<file path="config.mk">
export PLATFORM = sky130hd
export DESIGN_NAME = imem_loader
export DESIGN_NICKNAME = d
export VERILOG_FILES = /design/src/rtl/imem_loader_pkg.sv /design/src/rtl/word_packer.sv /design/src/rtl/imem_loader.sv
export SDC_FILE = /design/constraint.sdc
export NUM_CORES = 1
export LEC_CHECK = 0
export CAP_MARGIN = 25
export CORE_MARGIN = 8
export CORE_UTILIZATION = 40
export DETAILED_ROUTE_END_ITERATION = 7
export DONT_BUFFER_PORTS = 1
export HOLD_SLACK_MARGIN = 0.08
export PLACE_DENSITY = 0.64
export SLEW_MARGIN = 20
export SYNTH_ARGS = -nofsm -noshare
export SYNTH_HDL_FRONTEND = slang
export SYNTH_SLANG_ARGS = --single-unit
</file>
<file path="constraint.sdc">
create_clock -name clk -period 2.3 [get_ports clk]
set_clock_uncertainty 0.05 [all_clocks]
set_input_delay 0.345 -clock clk [delete_from_list [all_inputs] [get_ports clk]]
set_output_delay 0.345 -clock clk [all_outputs]
set_load 0.05 [all_outputs]
</file>
<file path="src/rtl/imem_loader_pkg.sv">
// imem_loader shared types and constants.
// State encoding, header/word sizes and the text base address.
package imem_loader_pkg;

  typedef enum logic [2:0] {
    HDR_HI,
    HDR_LO,
    DATA,
    CSUM,
    DONE,
    ERR
  } state_t;

  localparam int HDR_BYTES      = 2;
  localparam int BYTES_PER_WORD = 4;

  localparam logic [31:0] TEXT_BASE = 32'h0000_3000;

  // Word index k lives at PC TEXT_BASE + 4k.
  function automatic logic [31:0] word_pc(input logic [31:0] idx);
    return TEXT_BASE + (idx << 2);
  endfunction

endpackage

</file>
<file path="src/rtl/word_packer.sv">
// word_packer: gathers four accepted bytes MSB first into a 32-bit word.
// word_valid pulses for one cycle after the fourth byte is taken.
module word_packer
  import imem_loader_pkg::*;
(
  input  logic        clk,
  input  logic        reset,
  input  logic        take,
  input  logic [7:0]  data,
  output logic        last_lane,
  output logic        word_valid,
  output logic [31:0] word
);

  logic [1:0]  lane;
  logic [23:0] sh;

  assign last_lane = (lane == 2'(BYTES_PER_WORD - 1));

  always_ff @(posedge clk) begin
    if (reset) begin
      lane       <= 2'd0;
      sh         <= 24'd0;
      word       <= 32'd0;
      word_valid <= 1'b0;
    end else begin
      word_valid <= take && last_lane;
      if (take) begin
        lane <= lane + 2'd1;
        sh   <= {sh[15:0], data};
        if (last_lane)
          word <= {sh, data};
      end
    end
  end

endmodule

</file>
<file path="src/rtl/imem_loader.sv">
// imem_loader: boot-time byte-stream writer for the instruction memory.
// Define IMEM_CSUM_EN to require a trailing XOR checksum byte.
module imem_loader
  import imem_loader_pkg::*;
#(
  parameter int ADDR_W      = 10,
  parameter int TIMEOUT_CYC = 65535
) (
  input  logic              clk,
  input  logic              reset,
  input  logic              in_valid,
  input  logic [7:0]        in_data,
  output logic              in_ready,
  output logic              im_we,
  output logic [ADDR_W-1:0] im_addr,
  output logic [31:0]       im_wdata,
  output logic              cpu_hold,
  output logic              done,
  output logic              error,
  output logic [ADDR_W:0]   word_cnt
);

  localparam logic [16:0] CAP = 17'(1) << ADDR_W;

  state_t      state;
  state_t      state_nx;
  logic [7:0]  hdr_hi;
  logic [15:0] n_words;
  logic [15:0] n_next;
  logic        accept;
  logic        take;
  logic        last_lane;
  logic        last_word;
  logic        tmo;

  assign in_ready  = (state == HDR_HI) || (state == HDR_LO) ||
                     (state == DATA)   || (state == CSUM);
  assign accept    = in_valid && in_ready;
  assign take      = accept && (state == DATA);
  assign n_next    = {hdr_hi, in_data};
  assign last_word = (17'(word_cnt) + 17'd1) == {1'b0, n_words};

  word_packer u_pack (
    .clk        (clk),
    .reset      (reset),
    .take       (take),
    .data       (in_data),
    .last_lane  (last_lane),
    .word_valid (im_we),
    .word       (im_wdata)
  );

`ifdef IMEM_CSUM_EN
  logic [7:0] csum;

  always_ff @(posedge clk) begin
    if (reset)
      csum <= 8'd0;
    else if (accept && state != CSUM)
      csum <= csum ^ in_data;
  end
`endif

  generate
    if (TIMEOUT_CYC > 0) begin : g_tmo
      logic [31:0] tcnt;
      logic        run;

      assign run = (state == HDR_LO) || (state == DATA) ||
                   (state == CSUM);
      assign tmo = (tcnt == 32'(TIMEOUT_CYC - 1));

      always_ff @(posedge clk) begin
        if (reset || accept || !run)
          tcnt <= 32'd0;
        else
          tcnt <= tcnt + 32'd1;
      end
    end else begin : g_no_tmo
      assign tmo = 1'b0;
    end
  endgenerate

  always_ff @(posedge clk) begin
    if (reset)
      state <= HDR_HI;
    else
      state <= state_nx;
  end

  always_comb begin
    state_nx = state;
    unique case (state)
      HDR_HI: begin
        if (accept)
          state_nx = HDR_LO;
      end
      HDR_LO: begin
        if (accept) begin
          if (n_next == 16'd0)
`ifdef IMEM_CSUM_EN
            state_nx = CSUM;
`else
            state_nx = DONE;
`endif
          else if ({1'b0, n_next} > CAP)
            state_nx = ERR;
          else
            state_nx = DATA;
        end else if (tmo) begin
          state_nx = ERR;
        end
      end
      DATA: begin
        if (take && last_lane && last_word)
`ifdef IMEM_CSUM_EN
          state_nx = CSUM;
`else
          state_nx = DONE;
`endif
        else if (!accept && tmo)
          state_nx = ERR;
      end
`ifdef IMEM_CSUM_EN
      CSUM: begin
        if (accept)
          state_nx = (in_data == csum) ? DONE : ERR;
        else if (tmo)
          state_nx = ERR;
      end
`endif
      DONE: state_nx = DONE;
      ERR:  state_nx = ERR;
      default: state_nx = ERR;
    endcase
  end

  // Status flags follow the state by one cycle so done trails the last write.
  always_ff @(posedge clk) begin
    if (reset) begin
      hdr_hi   <= 8'd0;
      n_words  <= 16'd0;
      word_cnt <= '0;
      im_addr  <= '0;
      done     <= 1'b0;
      error    <= 1'b0;
      cpu_hold <= 1'b1;
    end else begin
      if (accept && state == HDR_HI)
        hdr_hi <= in_data;
      if (accept && state == HDR_LO)
        n_words <= n_next;
      if (take && last_lane) begin
        im_addr  <= word_cnt[ADDR_W-1:0];
        word_cnt <= word_cnt + {{ADDR_W{1'b0}}, 1'b1};
      end
      done     <= (state == DONE);
      error    <= (state == ERR);
      cpu_hold <= (state != DONE);
    end
  end

endmodule
</file>
==> impl_metrics.toml <==
[global_routing]
grt_pass1_wl_um = 23500
antenna_found_initial = 0
grt_overflow = 0
grt_usage_pct = 16.0
grt_pass1_vias = 4664
grt_max_degree = 99

[worst_setup_path]
worstSetupEndpointType = "flop"
cp-start-kind = "flop"
worstPathMaxFanout = 15
worstSetupPathType = "reg2reg"
cp_data_arrival_time_ns = 2.52
worst-endpoint-required_ns = 2.62

[power_and_ir_drop]
leakagePower_nw = 2.31
power.density_nw_per_um2 = 797
ir_drop_mv = 0.512
netSwitchingFraction_pct = 23.8
p_switching_w = 0.00128
combPwrFrac_pct = 4.1
seqPwrFrac_pct = 46.9
p_int_w = 0.00411
pwr-share-clk_pct = 49.0

[route]
drc = 0
dr_wl_met3_um = 1080
dr.pass1.iters = 5
antenna_left = 0
wl_um = 14500
drt-met1-wl_um = 6340
highest_layer = "met4"
vias_per_cell = 5.26
wl_per_cell_um = 15.6
met2_length_um = 6750
drt_iter0_markers = 320
vias = 4884

[placed_design]
port_buffers = 0
routabilityCongestion = 0.889
dp_hpwl_um = 9470
post-place-ws_ns = 0.259

[min_path]
hold_path.class = "in2reg"

[flow_run]
drv_cap = 0

[sta]
tightestPinTransition_ns = 0.589
hold_viol_final = 0
finalCritPeriodShare_pct = 95.6
fmax_mhz = 455
fin_crit_ns = 2.20
layout_setup_ws_ns = 0.101
report.final.slew_viol_count = 0
finalSetupTns_ns = 0
setup_viol = 0
rsz0062_at_grt = "no"
slew_headroom_pct = 60.7

[finish]
diodes = 0
area_growth_pct = 17.4
nets = 747
num-fill-cells = 1419
drive_gt1_share_pct = 9.27

[cts]
htree_levels = 4
cts_root_buf = "clkbuf_16"
cts_tree = "yes"
clk_pin_slew_worst_paths_ns = 0.06
clkLatencyLatePin_ns = 0.42
cts_setup_buffers = 0
numCtsBuffers = 17
clockBufferDepth = 2
clock_sinks = 142

[floorplanning]
dieArea_sq_um = 18500
die_w_um = 136
initial_utilization_pct = 40.2
io_pins = 69
rows = 44
fp.coreArea_sq_um = 14300
die_h_um = 136

[status]
outcome = "completed"

[logic_synthesis]
syn_area_sq_um = 5760
yosysSeqAreaShare_pct = 49.4
synth_top_area_share_pct = 49.4
ys_warn_count = 0
synth.distinct_cells = 52
yosys.area.top_type = "dfxtp_1"
syn_nets = 728
synthArstFlopShare_pct = 0
synth_edf_count = 0
syn_area_per_cell_sq_um = 8.08
ys_ff_latch = 142
synthCells = 713
synth_area_leaders = "dfxtp_1 49%, nand2_1 13%, a21oi_1 8.6%"
synth_ff_type = "dfxtp_1"
state kept, by name (all words and copies together), names as in the netlist, 2 cells and up:
name	count
g_tmo.tcnt	32
u_pack.word	32
u_pack.sh	24
n_words	16
word_cnt	11
im_addr	10
hdr_hi	8
state	3
u_pack.lane	2
Yosys cell counts, drive strengths merged, types with 2 or more instances:
library cell and n:
nand2 204, dfxtp 142, a21oi 100, nor2 54, clkbuf 30, xor2 25, nand3 22, xnor2 22
buf 13, nor3 11, nand4 10, nor4 8, and3 7, inv 7, o21ai 7, or3 6
and4 5, and2 4, ha 4, or4 4, nor3b 3, nor2b 2, o21ba 2
per-stage QoR:
stage / std cells / total power (W) / cell area, sq um / hold WS [ns] / util, %
after detailed placement: 878 / 0.00274 / 5980 / 0.394 / 41.7
after floorplan: 713 / 0.00273 / 5760 / 0.381 / -
after CTS: 928 / 0.00543 / 6750 / 0.0814 / 47.2
after global routing: 928 / 0.00557 / 6760 / 0.0923 / 47.2
final: 928 / 0.00539 / 6760 / 0.109 / 47.2
after global placement: 878 / 0.00274 / 5980 / 0.385 / 41.7
metal layers:
layer / up-vias / track usage, %
met2: 135 / 25.2
met1: 2306 / 19.4
met4: 0 / 7.26
met5: - / 0
li1: 2420 / -
met3: 23 / 5.43
cells by family (layout without fill, tap and decap cells):
family	count (synthesis)	after routing	synth area share (%)
multiplexers	1	1	0.174
AO/OA/AOI/OAI	122	122	11.7
XOR/XNOR	47	47	7.15
adder cells (fa/ha/maj)	4	4	0.869
AND/OR/NAND/NOR	347	347	26.9
flip-flops	142	142	49.4
buffers and inverters	50	81	3.89
power by group through the flow:
stage | Clock, W | Sequential [W] | Combinational [W]
4_1_cts | 0.00268 | 0.00253 | 0.000221
2_1_floorplan | 0 | 0.00257 | 0.000156
3_3_place_gp | 0 | 0.00258 | 0.000155
5_1_grt | 0.00279 | 0.00253 | 0.000242
6_report | 0.00264 | 0.00253 | 0.000221
3_5_place_dp | 0 | 0.00258 | 0.000159
layout by cell type, fill, tap and decap left out, drive strengths merged, types with 8 or more instances in the layout:
cell,synthesis,routed
dlygate4sd3,0,18
nor2,54,54
clkbuf,30,18
nor4,8,8
xor2,25,25
nand4,10,10
nor3,11,11
a21oi,100,100
nand3,22,22
buf,13,25
xnor2,22,22
inv,7,13
dfxtp,142,142
nand2,204,204
critical path: stages (launching register included):
cell and delay [ns]:
dfxtp_1 0.40, and4bb_2 0.41, and2_4 0.27, buf_4 0.25
nand2_1 0.09, a21oi_1 0.12, dlygate4sd3_1 0.55
final cells by class:
| type | instances | area [sq um] | area share, % |
|---|---|---|---|
| tap | 184 | 230 | 3.40 |
| multi-input combinational | 521 | 2700 | 39.9 |
| clock buffer | 18 | 439 | 6.50 |
| clock inverter | 13 | 130 | 1.92 |
| inverter | 7 | 26.3 | 0.389 |
| timing repair buffer | 43 | 392 | 5.79 |
| sequential | 142 | 2840 | 42.1 |
final timing paths:
kind	from	endpoint	slack (ns)	cells after the start
setup / recovery	state[0]	u_pack.word[12]	0.10	6
hold / removal	reset	state[0]	0.11	2
setup reg to reg	state[0]	u_pack.word[12]	0.10	6
hold reg to reg	u_pack.sh[23]	u_pack.sh[23]	0.41	2
what timing repair did:
item                                   in CTS  in global routing
hold buffers                               19                  0
gates resized for setup                     0                  3
endpoints found under the hold margin     109                  0
setup endpoints to repair                   0                  2
Note: power is estimated with default switching activity, not from simulation.
